==> src/rtl/serv_pkg.sv <==
// Shared state encoding, access-size codes and lane helpers for the serial data buffer.
package serv_pkg;

  typedef enum logic [2:0] {
    IDLE  = 3'd0,
    FILL  = 3'd1,
    REQ   = 3'd2,
    SHIFT = 3'd3,
    DRAIN = 3'd4
  } state_t;

  localparam logic [1:0] SZ_B = 2'd0;
  localparam logic [1:0] SZ_H = 2'd1;
  localparam logic [1:0] SZ_W = 2'd2;

  // Byte enables for an access of the given size at the given byte offset.
  function automatic logic [3:0] sel_mask(input logic [1:0] size, input logic [1:0] lsb);
    logic [3:0] m;
    case (size)
      SZ_B:    m = 4'b0001 << lsb;
      SZ_H:    m = 4'b0011 << {lsb[1], 1'b0};
      default: m = 4'b1111;
    endcase
    return m;
  endfunction

  // Number of meaningful load bits for an access size; reserved codes act as word.
  function automatic logic [6:0] size_bits(input logic [1:0] size);
    logic [6:0] n;
    case (size)
      SZ_B:    n = 7'd8;
      SZ_H:    n = 7'd16;
      default: n = 7'd32;
    endcase
    return n;
  endfunction

endpackage

==> src/rtl/serv_datbuf_ext.sv <==
// Load lane selector: passes loaded bits while inside the access width, sign/zero fill beyond it.
module serv_datbuf_ext
  import serv_pkg::*;
#(
  parameter int BITS_PER_CYCLE = 1
) (
  input  logic [BITS_PER_CYCLE-1:0] i_dat,
  input  logic [5:0]                i_bitcnt,
  input  logic [1:0]                i_size,
  input  logic                      i_sext,
  output logic [BITS_PER_CYCLE-1:0] o_q
);

  logic [6:0] w_limit;

  assign w_limit = size_bits(i_size);

  // Each output bit comes from the data while its bit position is below the access width.
  always_comb begin
    o_q = '0;
    for (int k = 0; k < BITS_PER_CYCLE; k++) begin
      o_q[k] = (({1'b0, i_bitcnt} + 7'(k)) < w_limit) ? i_dat[k] : i_sext;
    end
  end

endmodule

==> src/rtl/serv_datbuf.sv <==
// Serial data buffer: operand fill, memory bus handshake, shift counting and load drain.
module serv_datbuf
  import serv_pkg::*;
#(
  parameter  int BITS_PER_CYCLE = 1,
  localparam int LB = $clog2(BITS_PER_CYCLE)
) (
  input  logic                      i_clk,
  input  logic                      i_rst,
  input  logic                      i_en,
  input  logic                      i_init,
  input  logic                      i_cnt_done,
  input  logic [1:0]                i_lsb,
  input  logic                      i_op_b_sel,
  input  logic                      i_shift_op,
  input  logic                      i_right_shift_op,
  input  logic                      i_mem_op,
  input  logic                      i_mem_we,
  input  logic [1:0]                i_mem_size,
  input  logic                      i_mem_signed,
  input  logic [BITS_PER_CYCLE-1:0] i_rs2,
  input  logic [BITS_PER_CYCLE-1:0] i_imm,
  output logic [BITS_PER_CYCLE-1:0] o_op_b,
  output logic [BITS_PER_CYCLE-1:0] o_q,
  output logic                      o_sh_done,
  output logic                      o_sh_done_r,
  output logic [LB:0]               o_shift_counter_lsb,
  output logic                      o_wb_cyc,
  output logic [31:0]               o_wb_dat,
  output logic [3:0]                o_wb_sel,
  input  logic                      i_wb_ack,
  input  logic [31:0]               i_wb_rdt,
  output logic                      o_busy
);

  localparam int         B        = BITS_PER_CYCLE;
  localparam logic [5:0] STEP     = 6'(B);
  localparam logic [5:0] LSB_MASK = 6'(B - 1);

  state_t        r_state;
  state_t        w_next;
  logic [31:0]   r_dat;
  logic          r_sext;
  logic [5:0]    r_bitcnt;
  logic          r_sh_first;
  logic          r_sh_done_r;

  logic          w_fill_step;
  logic [31:0]   w_fill_dat;
  logic [31:0]   w_rdt_sh;
  logic          w_ld_sext;
  logic          w_sh_hold;
  logic [5:0]    w_sh_next;
  logic [6:0]    w_bitcnt_sum;
  logic [5:0]    w_bitcnt_inc;
  logic [B-1:0]  w_ext_q;

  assign o_op_b = i_op_b_sel ? i_rs2 : i_imm;

  // An init step shifts operand data in from any state, which is also how an access is aborted.
  assign w_fill_step = i_en & ((r_state == FILL) | i_init);

  assign w_rdt_sh = i_wb_rdt >> {i_lsb, 3'b000};

  // A right shift whose amount is not a multiple of B spends its first cycle on the partial shift.
  assign w_sh_hold = r_sh_first & i_right_shift_op & ((r_dat[5:0] & LSB_MASK) != 6'd0);
  assign w_sh_next = w_sh_hold ? r_dat[5:0] : (r_dat[5:0] - STEP);

  assign o_sh_done           = (r_state == SHIFT) & w_sh_next[5];
  assign o_sh_done_r         = r_sh_done_r;
  assign o_shift_counter_lsb = (LB + 1)'(r_dat[5:0] & LSB_MASK);

  assign w_bitcnt_sum = {1'b0, r_bitcnt} + 7'(B);
  assign w_bitcnt_inc = (w_bitcnt_sum > 7'd32) ? 6'd32 : w_bitcnt_sum[5:0];

  // Shift in the next operand slice; only a shift consumes the low bits as a counter, so only then is its sign bit cleared.
  always_comb begin
    w_fill_dat = {o_op_b, r_dat[31:B]};
    if (i_cnt_done & ~i_mem_op & i_shift_op) begin
      w_fill_dat[5] = 1'b0;
    end
  end

  // Extension bit of a load is the top bit of the addressed byte or half, or bit 31 for a word.
  always_comb begin
    case (i_mem_size)
      SZ_B:    w_ld_sext = w_rdt_sh[7];
      SZ_H:    w_ld_sext = w_rdt_sh[15];
      SZ_W:    w_ld_sext = i_wb_rdt[31];
      default: w_ld_sext = i_wb_rdt[31];
    endcase
  end

  // State register.
  always_ff @(posedge i_clk or posedge i_rst) begin
    if (i_rst) begin
      r_state <= IDLE;
    end else begin
      r_state <= w_next;
    end
  end

  // Next-state decode; an init step overrides everything, so a late ack during abort is dropped.
  always_comb begin
    w_next = r_state;
    if (w_fill_step) begin
      if (i_cnt_done) begin
        if (i_mem_op) begin
          w_next = REQ;
        end else if (i_shift_op) begin
          w_next = SHIFT;
        end else begin
          w_next = IDLE;
        end
      end else begin
        w_next = FILL;
      end
    end else begin
      case (r_state)
        REQ:     if (i_wb_ack) w_next = i_mem_we ? IDLE : DRAIN;
        SHIFT:   if (i_en & i_cnt_done) w_next = IDLE;
        DRAIN:   if (i_en & i_cnt_done) w_next = IDLE;
        default: w_next = r_state;
      endcase
    end
  end

  // Bus, busy and serial result outputs derived from the current state.
  always_comb begin
    o_busy   = (r_state != IDLE);
    o_wb_cyc = (r_state == REQ);
    o_wb_sel = 4'b0000;
    o_q      = r_dat[{i_lsb, 3'b000} +: B];
    case (i_mem_size)
      SZ_B:    o_wb_dat = {4{r_dat[7:0]}};
      SZ_H:    o_wb_dat = {2{r_dat[15:0]}};
      default: o_wb_dat = r_dat;
    endcase
    if (r_state == REQ) begin
      o_wb_sel = sel_mask(i_mem_size, i_lsb);
    end
    if (r_state == DRAIN) begin
      o_q = w_ext_q;
    end
  end

  // Data word, load extension bit and drain bit counter.
  always_ff @(posedge i_clk or posedge i_rst) begin
    if (i_rst) begin
      r_dat    <= 32'd0;
      r_sext   <= 1'b0;
      r_bitcnt <= 6'd0;
    end else if (w_fill_step) begin
      r_dat    <= w_fill_dat;
      r_bitcnt <= 6'd0;
    end else begin
      case (r_state)
        REQ: begin
          if (i_wb_ack & ~i_mem_we) begin
            r_dat    <= w_rdt_sh;
            r_sext   <= i_mem_signed & w_ld_sext;
            r_bitcnt <= 6'd0;
          end
        end
        SHIFT: begin
          r_dat[5:0] <= w_sh_next;
        end
        DRAIN: begin
          if (i_en) begin
            r_dat    <= r_dat >> B;
            r_bitcnt <= w_bitcnt_inc;
          end
        end
        default: begin
          r_dat <= r_dat;
        end
      endcase
    end
  end

  // First-shift-cycle marker and the registered copy of the counter sign bit.
  always_ff @(posedge i_clk or posedge i_rst) begin
    if (i_rst) begin
      r_sh_first  <= 1'b0;
      r_sh_done_r <= 1'b0;
    end else begin
      r_sh_first  <= (w_next == SHIFT) & (r_state != SHIFT);
      r_sh_done_r <= (r_state == SHIFT) & (w_next == SHIFT) & w_sh_next[5];
    end
  end

  serv_datbuf_ext #(
    .BITS_PER_CYCLE (B)
  ) u_ext (
    .i_dat    (r_dat[B-1:0]),
    .i_bitcnt (r_bitcnt),
    .i_size   (i_mem_size),
    .i_sext   (r_sext),
    .o_q      (w_ext_q)
  );

endmodule

==> config.mk <==
export PLATFORM = sky130hd
export DESIGN_NAME = serv_datbuf
export DESIGN_NICKNAME = d
export VERILOG_FILES = /design/src/rtl/serv_pkg.sv /design/src/rtl/serv_datbuf_ext.sv /design/src/rtl/serv_datbuf.sv
export SDC_FILE = /design/constraint.sdc
export NUM_CORES = 1
export LEC_CHECK = 0
export ABC_CLOCK_PERIOD_IN_PS = 3850
export BUFFER_PORTS_ARGS = -buffer_cell sky130_fd_sc_hd__buf_2
export CAP_MARGIN = 20
export CORE_ASPECT_RATIO = 0.8
export CORE_MARGIN = 2
export CORE_UTILIZATION = 35
export CTS_BUF_LIST = sky130_fd_sc_hd__clkbuf_4 sky130_fd_sc_hd__clkbuf_8 sky130_fd_sc_hd__clkbuf_16
export CTS_CLUSTER_SIZE = 14
export DETAILED_ROUTE_END_ITERATION = 10
export GPL_ROUTABILITY_DRIVEN = 0
export GPL_TIMING_DRIVEN = 0
export PLACE_DENSITY_LB_ADDON = 0.3
export RECOVER_POWER = 100
export SYNTH_ARGS = -nofsm -noshare
export SYNTH_HDL_FRONTEND = slang
export SYNTH_SLANG_ARGS = --single-unit
==> constraint.sdc <==
create_clock -name i_clk -period 3.85 [get_ports i_clk]
set_input_delay 1.155 -clock i_clk [delete_from_list [all_inputs] [get_ports i_clk]]
set_output_delay 1.155 -clock i_clk [all_outputs]
set_load 0.02 [all_outputs]
==> results of run 1 <==
per-stage QoR:
| step | power [mW] | instance area [sq um] | setup TNS (ps) | setup WS [ps] | util |
|---|---|---|---|---|---|
| finish | 2.350 | 4218 | 0 | 70.78 | 0.4353 |
| CTS | 2.381 | 4282 | 0 | 13.13 | 0.4419 |
| global route | 2.502 | 4218 | 0 | 3.344 | 0.4353 |
| global placement | 1.933 | 4116 | -1052 | -474.7 | 0.4248 |
| floorplan | 1.539 | 3506 | 0 | 67.12 | - |
| detailed placement | 1.955 | 4136 | -1033 | -422.8 | 0.4269 |
where the power goes:
part           leakage [nW]  switching (mW)  internal [mW]
Combinational          1.28           0.715          0.444
Sequential            0.559           0.186          0.584
Clock                0.0703           0.175          0.246
Total                  1.91            1.08           1.28
cell families after synthesis:
logic type	synth area share
AO/OA/AOI/OAI	0.2388
XOR/XNOR	0.009995
other	0.001070
adder cells (fa/ha/maj)	0.01428
flip-flops	0.3069
AND/OR/NAND/NOR	0.1602
multiplexers	0.1781
buffers and inverters	0.09065
final timing paths:
| path | slack (ps) | cells past startpoint | startpoint | endpoint |
|---|---|---|---|---|
| max | 70 | 10 | i_mem_size[0] | o_q |
| min reg2reg | 510 | 2 | r_sext | r_sext |
| min | 510 | 2 | r_sext | r_sext |
| min in group asynchronous | 850 | 2 | i_rst | r_bitcnt[0] |
| max in group asynchronous | 910 | 3 | i_rst | r_dat[11] |
| max reg2reg | 1170 | 7 | r_state[0] | r_dat[23] |
area by class of cell:
class / count / area [sq um]
flip-flops and latches: 43 / 1076
fillers: 992 / 5472
repair buffers: 89 / 419.2
inverters: 13 / 48.80
clock buffers: 6 / 132.6
multi-input cells: 321 / 2100
plain buffers: 43 / 259.0
well taps: 136 / 170.2
clock inverters: 2 / 12.51
sequential cells by signal, summed over array words and instances, names as in the netlist:
| signal | flops |
|---|---|
| r_state | 3 |
| r_dat | 32 |
| r_sext | 1 |
| r_bitcnt | 6 |
| o_sh_done_r | 1 |
metal layers:
layer	wire [um]	global-route usage	vias to the layer above	part of all wire
met4	231	0.06349	0	0.020
met1	5522	0.3197	1697	0.47
met3	977	0.04925	23	0.084
met2	4941	0.3163	176	0.42
li1	-	-	1708	-
met5	0	0	-	0
tightest hold or removal path, cell delays in order (launching register included):
cell	delay [ps]
dfrtp_1	330
o21ai_0	80
o41ai_1	60
cell usage in the layout (no fill, tap or decap), types with 5 or more instances in the layout:
cell type | synthesis | layout
nor2b_1 | 6 | 6
clkbuf_2 | 1 | 14
o211ai_1 | 7 | 7
nor3_1 | 9 | 9
buf_2 | 7 | 60
buf_4 | 13 | 5
nor2_1 | 25 | 25
a22oi_1 | 10 | 10
a31oi_1 | 5 | 5
a21oi_1 | 30 | 30
inv_1 | 13 | 13
dfrtp_1 | 43 | 43
buf_6 | 6 | 5
clkbuf_1 | 13 | 41
nand2_1 | 61 | 61
o21ai_0 | 55 | 54
mux2i_1 | 32 | 32
clkbuf_4 | 0 | 7
mux2_2 | 19 | 18
clkbuf_16 | 0 | 5
synth_stat cells (6+ instances only):
master and number:
nor2_1 25, dfrtp_1 43, o21ai_0 55, inv_1 13, a22oi_1 10, buf_4 13
mux2i_1 32, a21oi_1 30, o211ai_1 7, mux2_2 19, clkbuf_1 13, nor3_1 9
nand2_1 61, nor2b_1 6, buf_2 7, buf_6 6
timing repair:
item                       CTS  global route
cloned                       0             0
gates resized for setup      2             8
setup endpoints to repair    3            10
==> summary.txt, run 1 <==
STA
  – Max Clock Freq: roughly 0.26 GHz
  – Final Skew: 5.981 ps
  – Endpoints failing setup: 0
  – Worst slew pin tran: 1878 ps
  – Final hold viol count: 0
  – RSZ-0062 raised after global routing: false
  – Min Tclk post-route: between 3000 and 4000 ps
  – Relative slew margins: -0.2519
  – WHS: 511.4 ps
  – Fin. max-slew vios: 35
  – Tcrit/Tclk final: 0.9816

Pwr
  – Leak Pwr: 1.907 nW
  – Max VDD drop: 196.5 uV
  – Power Dens Cells: 557.2 nW/um^2

Logic synthesis
  – Post-synth EDFFs: 0
  – Synth area leader: dfrtp_1
  – Unique cell type count in the Yosys netlist: 58
  – Synth Flop Type: dfrtp_1
  – Syn nets: ~480
  – Post-synthesis sequential area ratio: 0.3069
  – Top-area cell type share of the netlist area: 0.3069
  – Synthesis-stage register bit count: 43
  – Area contributors post-synth: dfrtp_1 31%, mux2i_1 9.1%, o21ai_0 7.9%
  – Yosys warns: 0
  – Cell count after synthesis: 421
  – Mapped cell area: between 3000 and 4000 sq um
  – Avg Synthesized Cell Area: about 8.3 sq um
  – Share of synthesized registers carrying an async set or reset: 1.000

Global routing
  – Largest net degree at the start of global routing: 35
  – Antenna violations before repair: 0
  – Total Routing Usage GR: 0.2172
  – Total grt overflow: 0
  – Vias in the first global route: 3309
  – First-pass GRT wire length: 18.04 mm

Clocking
  – Post-CTS setup buffer count: 0
  – Clock Latency Late Sink: 290 ps
  – Clock root buffer: clkbuf_16
  – Htree depth: 2
  – Clock Path Buffers: 2
  – CTS tree: yes
  – CTS Hold Buffers Added: 0
  – Clock transition at path regs: 60 ps
  – Clock sinks: 43
  – TritonCTS Buffers: 5

Worst setup path
  – Worst Setup Start Kind: input pin
  – CP max stage delay: 270 ps
  – CP Max Fanout: 10
  – CP Class: input pin to primary output
  – Critical Path RT: 2690 ps
  – CP arrival: 2620 ps
  – Cell family with most CP delay: buffers and inverters
  – Slowest CP cell: ha_1
  – Nature of the critical path endpoint: primary output
  – Critical path, cell by cell: buf_2 > buf_8 > nand2_1 > ha_1 > o21ai_0 > a21oi_1 > nor2_1 > mux2i_1 > o21ai_1 > buf_4
  – Buf/Inv on CP: 3

Place
  – # port buffers: 88
  – Hpwl dp: 8.996 mm
  – Placed cells: ~650

Floorplan
  – Die height: 93.52 um
  – Rows: 32
  – Die span in x: 115.9 um
  – Die Area: 10840 sq um
  – # IOs: 93
  – Starting density of the core: 0.3618
  – Core Area: 9689 sq um

Layout
  – Synth-to-layout area growth: 20.31%
  – Final std cells w/o fill: ~650
  – Antenna Cells: 0
  – Fin nets: 570
  – Layout cells sized above 1: 0.2456

Hold path
  – Worst min-delay path class: flop to flop

Route
  – Detailed Route Iter0 Violations: 334
  – Post-route antenna net violation count: 0
  – Wire per inst: 17.88 um
  – First-pass DRT Iterations: 5
  – Final wirelength: between 10 and 15 mm
  – Via/cell ratio: 5.519
  – DR vias: 3604
  – DRC Markers: 0

Flow run
  – Max Cap Viol: 1

Outcome
  – Failing checks: max-capacitance violations, max-slew violations
  – Status: finished with violations
Power figures use the tool's default switching activity.
==> run 2, diff against run 1 <==
Settings changed: CTS_BUF_LIST sky130_fd_sc_hd__clkbuf_4 sky130_fd_sc_hd__clkbuf_8 sky130_fd_sc_hd__clkbuf_16 to default, SYNTH_HIERARCHICAL from default to 1.
==> summary.txt, run 2 <==
Place
  – Hpwl dp: 8.967 mm (was 8.996 mm)
  – # port buffers: 88 (unchanged)
  – Pre-CTS WS: -267.2 ps (was -422.8 ps)
  – Placed cells: 638 (was 646)
  – Placed cell area: 4131 sq um (was 4136 sq um)

Global routing
  – Total grt overflow: 0 (unchanged)
  – Largest net degree at the start of global routing: 32 (was 35)
  – First-pass GRT wire length: 18.69 mm (was 18.04 mm)
  – Vias in the first global route: 3462 (was 3309)
  – Antenna violations before repair: 0 (unchanged)
  – Total Routing Usage GR: 0.2249 (was 0.2172)

Worst setup path
  – Nature of the critical path endpoint: primary output (unchanged)
  – Cell family with most CP delay: compound AO/OA/AOI/OAI gates (was buffers and inverters)
  – Reg2Reg Depth: 7 (unchanged)
  – CP max stage delay: 300 ps (was 270 ps)
  – Critical Path RT: 2690 ps (about the same)
  – CP arrival: 2660 ps (was 2620 ps)
  – Worst Setup Start Kind: input pin (unchanged)
  – Critical path startpoint: i_mem_size[1] (was i_mem_size[0])
  – Critical path, cell by cell: clkbuf_4 > inv_1 > ha_1 > a21oi_1 > a21bo_1 > a32o_1 > mux2_2 > buf_2 (was buf_2 > buf_8 > nand2_1 > ha_1 > o21ai_0 > a21oi_1 > nor2_1 > mux2i_1 > o21ai_1 > buf_4)
  – Buf/Inv on CP: 3 (unchanged)
  – CP Max Fanout: 7 (was 10)
  – Slowest CP cell: ha_1 (unchanged)
  – CP Class: input pin to primary output (unchanged)
  – Critical path depth: 8 (was 10)
  – Reg2reg start: r_state[0] (unchanged)

Layout
  – Highest-count cells in the layout ignoring fill and taps: 63 x buf_2, 51 x nand2_1, 45 x clkbuf_1 (was 61 x nand2_1, 60 x buf_2, 54 x o21ai_0)
  – Layout cells sized above 1: 0.2294 (was 0.2456)
  – Final std cells w/o fill: 646 (was 653)
  – Most flop-heavy register: r_dat (unchanged)
  – Fin util: 0.4353 (unchanged)
  – Antenna Cells: 0 (unchanged)
  – Post-route cell area: 4218 sq um (unchanged)
  – Filler cells: 1011 (was 992)
  – Max reg flops: 32 (unchanged)
  – Commonest non-fill, non-tap cell in the layout: buf_2 (was nand2_1)
  – Synth-to-layout area growth: 20.48% (was 20.31%)
  – Regs by FF count: r_dat x32, r_bitcnt x6, r_state x3 (unchanged)
  – Fin nets: 563 (was 570)

Logic synthesis
  – Synth Flop Type: dfrtp_1 (unchanged)
  – Top-area cell type share of the netlist area: 0.3074 (was 0.3069)
  – Synth cell count leaders: 51 x nand2_1, 43 x dfrtp_1, 36 x mux2i_1 (was 61 x nand2_1, 55 x o21ai_0, 43 x dfrtp_1)
  – Post-synthesis sequential area ratio: 0.3074 (was 0.3069)
  – Unique cell type count in the Yosys netlist: 58 (unchanged)
  – Cell count after synthesis: 413 (was 421)
  – Most numerous cell in the Yosys netlist: nand2_1 (unchanged)
  – Syn nets: 467 (was 475)
  – Post-synth EDFFs: 0 (unchanged)
  – Avg Synthesized Cell Area: 8.477 sq um (was 8.327 sq um)
  – Share of synthesized registers carrying an async set or reset: 1.000 (unchanged)
  – Area contributors post-synth: dfrtp_1 31%, mux2i_1 10%, mux2_2 5.8% (was dfrtp_1 31%, mux2i_1 9.1%, o21ai_0 7.9%)
  – Synthesis-stage register bit count: 43 (unchanged)
  – Mapped cell area: 3501 sq um (was 3506 sq um)
  – Synth area leader: dfrtp_1 (unchanged)
  – Yosys warns: 6 (was 0)

Floorplan
  – Die span in x: 115.8 um (was 115.9 um)
  – # IOs: 93 (unchanged)
  – Rows: 32 (unchanged)
  – Starting density of the core: 0.3613 (was 0.3618)
  – Core Area: 9689 sq um (unchanged)
  – Die height: 93.46 um (was 93.52 um)
  – Die Area: 10820 sq um (was 10840 sq um)

Pwr
  – Clock Power Share: 0.190 (was 0.179)
  – Combinational power share: 0.484 (was 0.493)
  – Net load switching power: 1.030 mW (was 1.075 mW)
  – Leak Pwr: 1.896 nW (was 1.907 nW)
  – Pint: 1.248 mW (was 1.275 mW)
  – Power, Total: 2.278 mW (was 2.350 mW)
  – Switch share: 0.4522 (was 0.4575)
  – Reg power frac: 0.326 (was 0.328)
  – Power Dens Cells: 540.2 nW/um^2 (was 557.2 nW/um^2)
  – Max VDD drop: 193.4 uV (was 196.5 uV)

STA
  – WHS: 504.1 ps (was 511.4 ps)
  – Final hold viol count: 0 (unchanged)
  – Fin. max-slew vios: 32 (was 35)
  – Min Tclk post-route: 3819 ps (was 3779 ps)
  – RSZ-0062 raised after global routing: true (was false)
  – Max Clock Freq: 0.2619 GHz (was 0.2646 GHz)
  – Tcrit/Tclk final: 0.9919 (was 0.9816)
  – Relative slew margins: -0.2200 (was -0.2519)
  – Endpoints failing setup: 0 (unchanged)
  – Final Skew: 9.409 ps (was 5.981 ps)
  – Fin worst setup slack: 31.16 ps (was 70.78 ps)
  – Setup TNS: 0 ps (unchanged)
  – Worst slew pin tran: 1830 ps (was 1878 ps)

Route
  – Final wirelength: 11.92 mm (was 11.67 mm)
  – DRC Markers: 0 (unchanged)
  – DR vias: 3593 (was 3604)
  – Post-route antenna net violation count: 0 (unchanged)
  – Detailed Route Iter0 Violations: 309 (was 334)
  – First-pass DRT Iterations: 5 (unchanged)
  – Wire per inst: 18.45 um (was 17.88 um)
  – Via/cell ratio: 5.562 (was 5.519)

Clocking
  – CTS tree: yes (unchanged)
  – Clock sinks: 43 (unchanged)
  – Htree depth: 2 (unchanged)
  – Clock root buffer: clkbuf_16 (unchanged)
  – Clock transition at path regs: 70 ps (was 60 ps)
  – Post-CTS setup buffer count: 0 (unchanged)
  – TritonCTS Buffers: 5 (unchanged)
  – Clock Latency Late Sink: 290 ps (about the same)
  – CTS Hold Buffers Added: 0 (unchanged)
  – Post-cts resize count: 3 (was 2)
  – Clock Path Buffers: 2 (unchanged)

Hold path
  – Worst min-delay path class: flop to flop (unchanged)
  – Launch point of the worst hold path: r_sext (unchanged)
  – Hold Path Stages: 2 (unchanged)

Outcome
  – Status: finished with violations (unchanged)
  – Failing checks: max-capacitance violations, max-slew violations (unchanged)

Flow run
  – Max Cap Viol: 1 (unchanged)
-- run 2: final timing paths --
kind,endpoint,slack (ps)
setup / recovery,o_q,30
max in group asynchronous,r_dat[16],840
hold reg to reg,r_sext,500
setup reg to reg,r_dat[28],1140
hold / removal,r_sext,500
min in group asynchronous,r_dat[5],910
-- run 2: kinds of logic after synthesis --
logic type               share of synthesized area
flip-flops                                  0.3074
other                                     0.001071
AO/OA/AOI/OAI                               0.2341
adder cells (fa/ha/maj)                    0.01430
AND/OR/NAND/NOR                             0.1855
multiplexers                                0.1801
XOR/XNOR                                  0.005004
buffers and inverters                      0.07255
-- run 2: layout make-up --
type / count / area (sq um) / area share
repair buffers: 89 / 414.1 / 0.09819
clock buffers: 6 / 128.9 / 0.03055
flip-flops and latches: 43 / 1076 / 0.2551
well taps: 136 / 170.2 / 0.04034
clock inverters: 2 / 12.51 / 0.002966
multi-input cells: 319 / 2162 / 0.5126
inverters: 10 / 37.54 / 0.008899
plain buffers: 41 / 216.5 / 0.05132
-- run 2: worst min-delay path, cell delays in order (launching register included) --
cell and delay (ps):
dfrtp_1 360, nand2_1 50, o21ai_0 60
-- run 2: power by group through the flow --
stage | Sequential, mW | Combinational, mW | Clock [mW]
after floorplan | 0.680 | 0.818 | 0
after detailed placement | 0.747 | 1.13 | 0
final | 0.744 | 1.10 | 0.432
after global routing | 0.763 | 1.20 | 0.450
after global placement | 0.742 | 1.12 | 0
after CTS | 0.738 | 1.14 | 0.433
-- run 2: routing by layer --
metal / global-route usage / vias to the layer above / wire length, um
met5: 0 / - / 0
li1: - / 1695 / -
met2: 0.3260 / 168 / 5019
met1: 0.3216 / 1705 / 5459
met4: 0.09226 / 0 / 390
met3: 0.04990 / 25 / 1049
==> run 3, diff against run 2 <==
Settings changed: ABC_AREA from default to 1.
==> summary.txt, run 3 <==
Worst setup path
  – CP Class: input pin to primary output (unchanged)
  – Slowest CP cell: ha_1 (unchanged)
  – Nature of the critical path endpoint: primary output (unchanged)
  – CP arrival: 2590 ps (was 2660 ps)
  – Critical path, cell by cell: buf_2 > inv_1 > nand2_1 > ha_1 > nand2_1 > nand2_1 > nand2_2 > nand3_1 > nand2_1 > nor2_1 > a41oi_1 > clkbuf_2 (was clkbuf_4 > inv_1 > ha_1 > a21oi_1 > a21bo_1 > a32o_1 > mux2_2 > buf_2)
  – Critical path's most frequent cell: nand2_1
  – CP Max Fanout: 5 (was 7)
  – Worst Setup Start Kind: input pin (unchanged)
  – Critical Path RT: 2690 ps (about the same)
  – CP max stage delay: 260 ps (was 300 ps)

STA
  – RSZ-0062 raised after global routing: false (was true)
  – Relative slew margins: 0.1718 (was -0.2200)
  – Max Clock Freq: 0.2668 GHz (was 0.2619 GHz)
  – Fin worst setup slack: 102.0 ps (was 31.16 ps)
  – Final hold viol count: 0 (unchanged)
  – Fin. max-slew vios: 0 (was 32)
  – Final Skew: 5.210 ps (was 9.409 ps)
  – WHS: 486.0 ps (was 504.1 ps)
  – Tcrit/Tclk final: 0.9735 (was 0.9919)
  – Endpoints failing setup: 0 (unchanged)
  – Setup TNS: 0 ps (unchanged)
  – Worst slew pin tran: 1242 ps (was 1830 ps)
  – Min Tclk post-route: 3748 ps (was 3819 ps)

Outcome
  – Status: complete, no violations (was finished with violations)

Hold path
  – Worst min-delay path class: flop to flop (unchanged)

Logic synthesis
  – Synth area leader: nand2_1 (was dfrtp_1)
  – Syn nets: 669 (was 467)
  – Top-area cell type share of the netlist area: 0.2973 (was 0.3074)
  – Share of synthesized registers carrying an async set or reset: 1.000 (unchanged)
  – Post-synth EDFFs: 0 (unchanged)
  – Synth cell count leaders: 288 x nand2_1, 68 x nand3_1, 55 x inv_1 (was 51 x nand2_1, 43 x dfrtp_1, 36 x mux2i_1)
  – Mapped cell area: 3636 sq um (was 3501 sq um)
  – Synth Flop Type: dfrtp_1 (unchanged)
  – Cell count after synthesis: 615 (was 413)
  – Unique cell type count in the Yosys netlist: 32 (was 58)
  – Post-synthesis sequential area ratio: 0.2959 (was 0.3074)
  – Avg Synthesized Cell Area: 5.912 sq um (was 8.477 sq um)
  – Synthesis-stage register bit count: 43 (unchanged)
  – Area contributors post-synth: nand2_1 30%, dfrtp_1 30%, nand3_1 9.4% (was dfrtp_1 31%, mux2i_1 10%, mux2_2 5.8%)
  – Most numerous cell in the Yosys netlist: nand2_1 (unchanged)
  – Yosys warns: 6 (unchanged)

Pwr
  – Leak Pwr: 2.398 nW (was 1.896 nW)
  – Net load switching power: 1.460 mW (was 1.030 mW)
  – Clock Power Share: 0.174 (was 0.190)
  – Max VDD drop: 253.9 uV (was 193.4 uV)
  – Combinational power share: 0.540 (was 0.484)
  – Power Dens Cells: 667.8 nW/um^2 (was 540.2 nW/um^2)
  – Power, Total: 2.911 mW (was 2.278 mW)
  – Switch share: 0.5016 (was 0.4522)
  – Reg power frac: 0.286 (was 0.326)
  – Pint: 1.451 mW (was 1.248 mW)

Layout
  – Filler cells: 1153 (was 1011)
  – Most flop-heavy register: r_dat (unchanged)
  – Seq. cell area: 1076 sq um (unchanged)
  – Highest-count cells in the layout ignoring fill and taps: 290 x nand2_1, 68 x nand3_1, 67 x buf_2 (was 63 x buf_2, 51 x nand2_1, 45 x clkbuf_1)
  – Synth-to-layout area growth: 19.89% (was 20.48%)
  – Layout cells sized above 1: 0.1501 (was 0.2294)
  – Antenna Cells: 0 (unchanged)
  – Commonest non-fill, non-tap cell in the layout: nand2_1 (was buf_2)
  – Fin util: 0.4274 (was 0.4353)
  – Fin nets: 766 (was 563)
  – Max reg flops: 32 (unchanged)
  – Multi-input logic area: 2101 sq um (was 2162 sq um)
  – Regs by FF count: r_dat x32, r_bitcnt x6, r_state x3 (unchanged)

Global routing
  – First-pass GRT wire length: 19.76 mm (was 18.69 mm)
  – Vias in the first global route: 3833 (was 3462)
  – Total grt overflow: 0 (unchanged)
  – Largest net degree at the start of global routing: 24 (was 32)
  – Antenna violations before repair: 0 (unchanged)
  – Total Routing Usage GR: 0.2227 (was 0.2249)

Route
  – First-pass DRT Iterations: 5 (unchanged)
  – DRC Markers: 0 (unchanged)
  – Detailed Route Iter0 Violations: 353 (was 309)
  – Via/cell ratio: 4.966 (was 5.562)
  – Wire per inst: 14.45 um (was 18.45 um)
  – Post-route antenna net violation count: 0 (unchanged)
  – DR vias: 4236 (was 3593)
  – Final wirelength: 12.33 mm (was 11.92 mm)

Floorplan
  – Core Area: 10200 sq um (was 9689 sq um)
  – Starting density of the core: 0.3565 (was 0.3613)
  – Die span in x: 118.0 um (was 115.8 um)
  – Die Area: 11230 sq um (was 10820 sq um)
  – Die height: 95.17 um (was 93.46 um)
  – # IOs: 93 (unchanged)
  – Rows: 33 (was 32)

Place
  – Hpwl dp: 9.873 mm (was 8.967 mm)
  – Pre-CTS WS: 152.4 ps (was -267.2 ps)
  – # port buffers: 89 (was 88)

Clocking
  – CTS tree: yes (unchanged)
  – TritonCTS Buffers: 5 (unchanged)
  – Clock sinks: 43 (unchanged)
  – Clock Path Buffers: 2 (unchanged)
  – Clock transition at path regs: 60 ps (was 70 ps)
  – CTS Hold Buffers Added: 0 (unchanged)
  – Htree depth: 2 (unchanged)
  – Post-CTS setup buffer count: 0 (unchanged)
  – Clock root buffer: clkbuf_16 (unchanged)
  – Post-cts resize count: 0 (was 3)
  – Clock Latency Late Sink: 290 ps (about the same)

Flow run
  – Max Cap Viol: 0 (was 1)
run 3: metrics by stage:
stage / instances / cell area [sq um]
after floorplan: 615 / 3636
after global placement: 844 / 4257
after detailed placement: 845 / 4284
after CTS: 853 / 4458
after global routing: 853 / 4359
final: 853 / 4359
run 3: cell families (layout without fill, tap and decap cells):
| kind of cell | after synthesis | in the layout | share of synthesized area |
|---|---|---|---|
| and+or+nand+nor | 397 | 397 | 0.4504 |
| buffers and inverters | 94 | 192 | 0.1215 |
| AOI/OAI and AO/OA | 73 | 73 | 0.1094 |
| DFF | 43 | 43 | 0.2959 |
| adders and majority gates | 4 | 4 | 0.01377 |
| xor gates and xnor gates | 2 | 2 | 0.004818 |
| other | 1 | 1 | 0.001031 |
| muxes | 1 | 1 | 0.003097 |
run 3: power by group through the flow:
| stage | Combinational [mW] | Clock (mW) | Sequential (mW) |
|---|---|---|---|
| finish | 1.57 | 0.507 | 0.833 |
| global route | 1.76 | 0.537 | 0.855 |
| CTS | 1.63 | 0.512 | 0.824 |
| detailed placement | 1.63 | 0 | 0.830 |
| global placement | 1.60 | 0 | 0.830 |
| floorplan | 1.17 | 0 | 0.760 |
run 3: cell type report:
cell class              count  share of cell area
repair buffers             90             0.09529
clock inverters             2            0.008037
clock buffers               6             0.03186
multi-input cells         478              0.4819
flip-flops and latches     43              0.2468
plain buffers              36             0.04592
well taps                 140             0.04018
inverters                  58             0.04994
run 3: metal layers:
layer / wire, um / GRT usage / vias up
met5: 0 / 0 / -
met4: 216 / 0.06024 / 0
met3: 912 / 0.03648 / 18
met2: 5370 / 0.3435 / 180
met1: 5827 / 0.3233 / 1915
li1: - / - / 2123
run 3: worst max-delay path: cells and delay by family:
family | cells | cell delay, ps
and+or+nand+nor | 7 | 470
buffers and inverters | 3 | 450
AOI/OAI and AO/OA | 1 | 250
adders and majority gates | 1 | 260
run 3: final timing paths:
| kind | startpoint | endpoint | slack (ps) | depth (start not counted) |
|---|---|---|---|---|
| setup reg to reg | r_state[2] | r_dat[31] | 1500 | 10 |
| setup / recovery | i_mem_size[1] | o_q | 100 | 12 |
| hold / removal | r_dat[24] | r_dat[24] | 490 | 2 |
| max in group asynchronous | i_rst | r_dat[5] | 1160 | 3 |
| min in group asynchronous | i_rst | r_bitcnt[1] | 1060 | 2 |
| hold reg to reg | r_dat[24] | r_dat[24] | 490 | 2 |
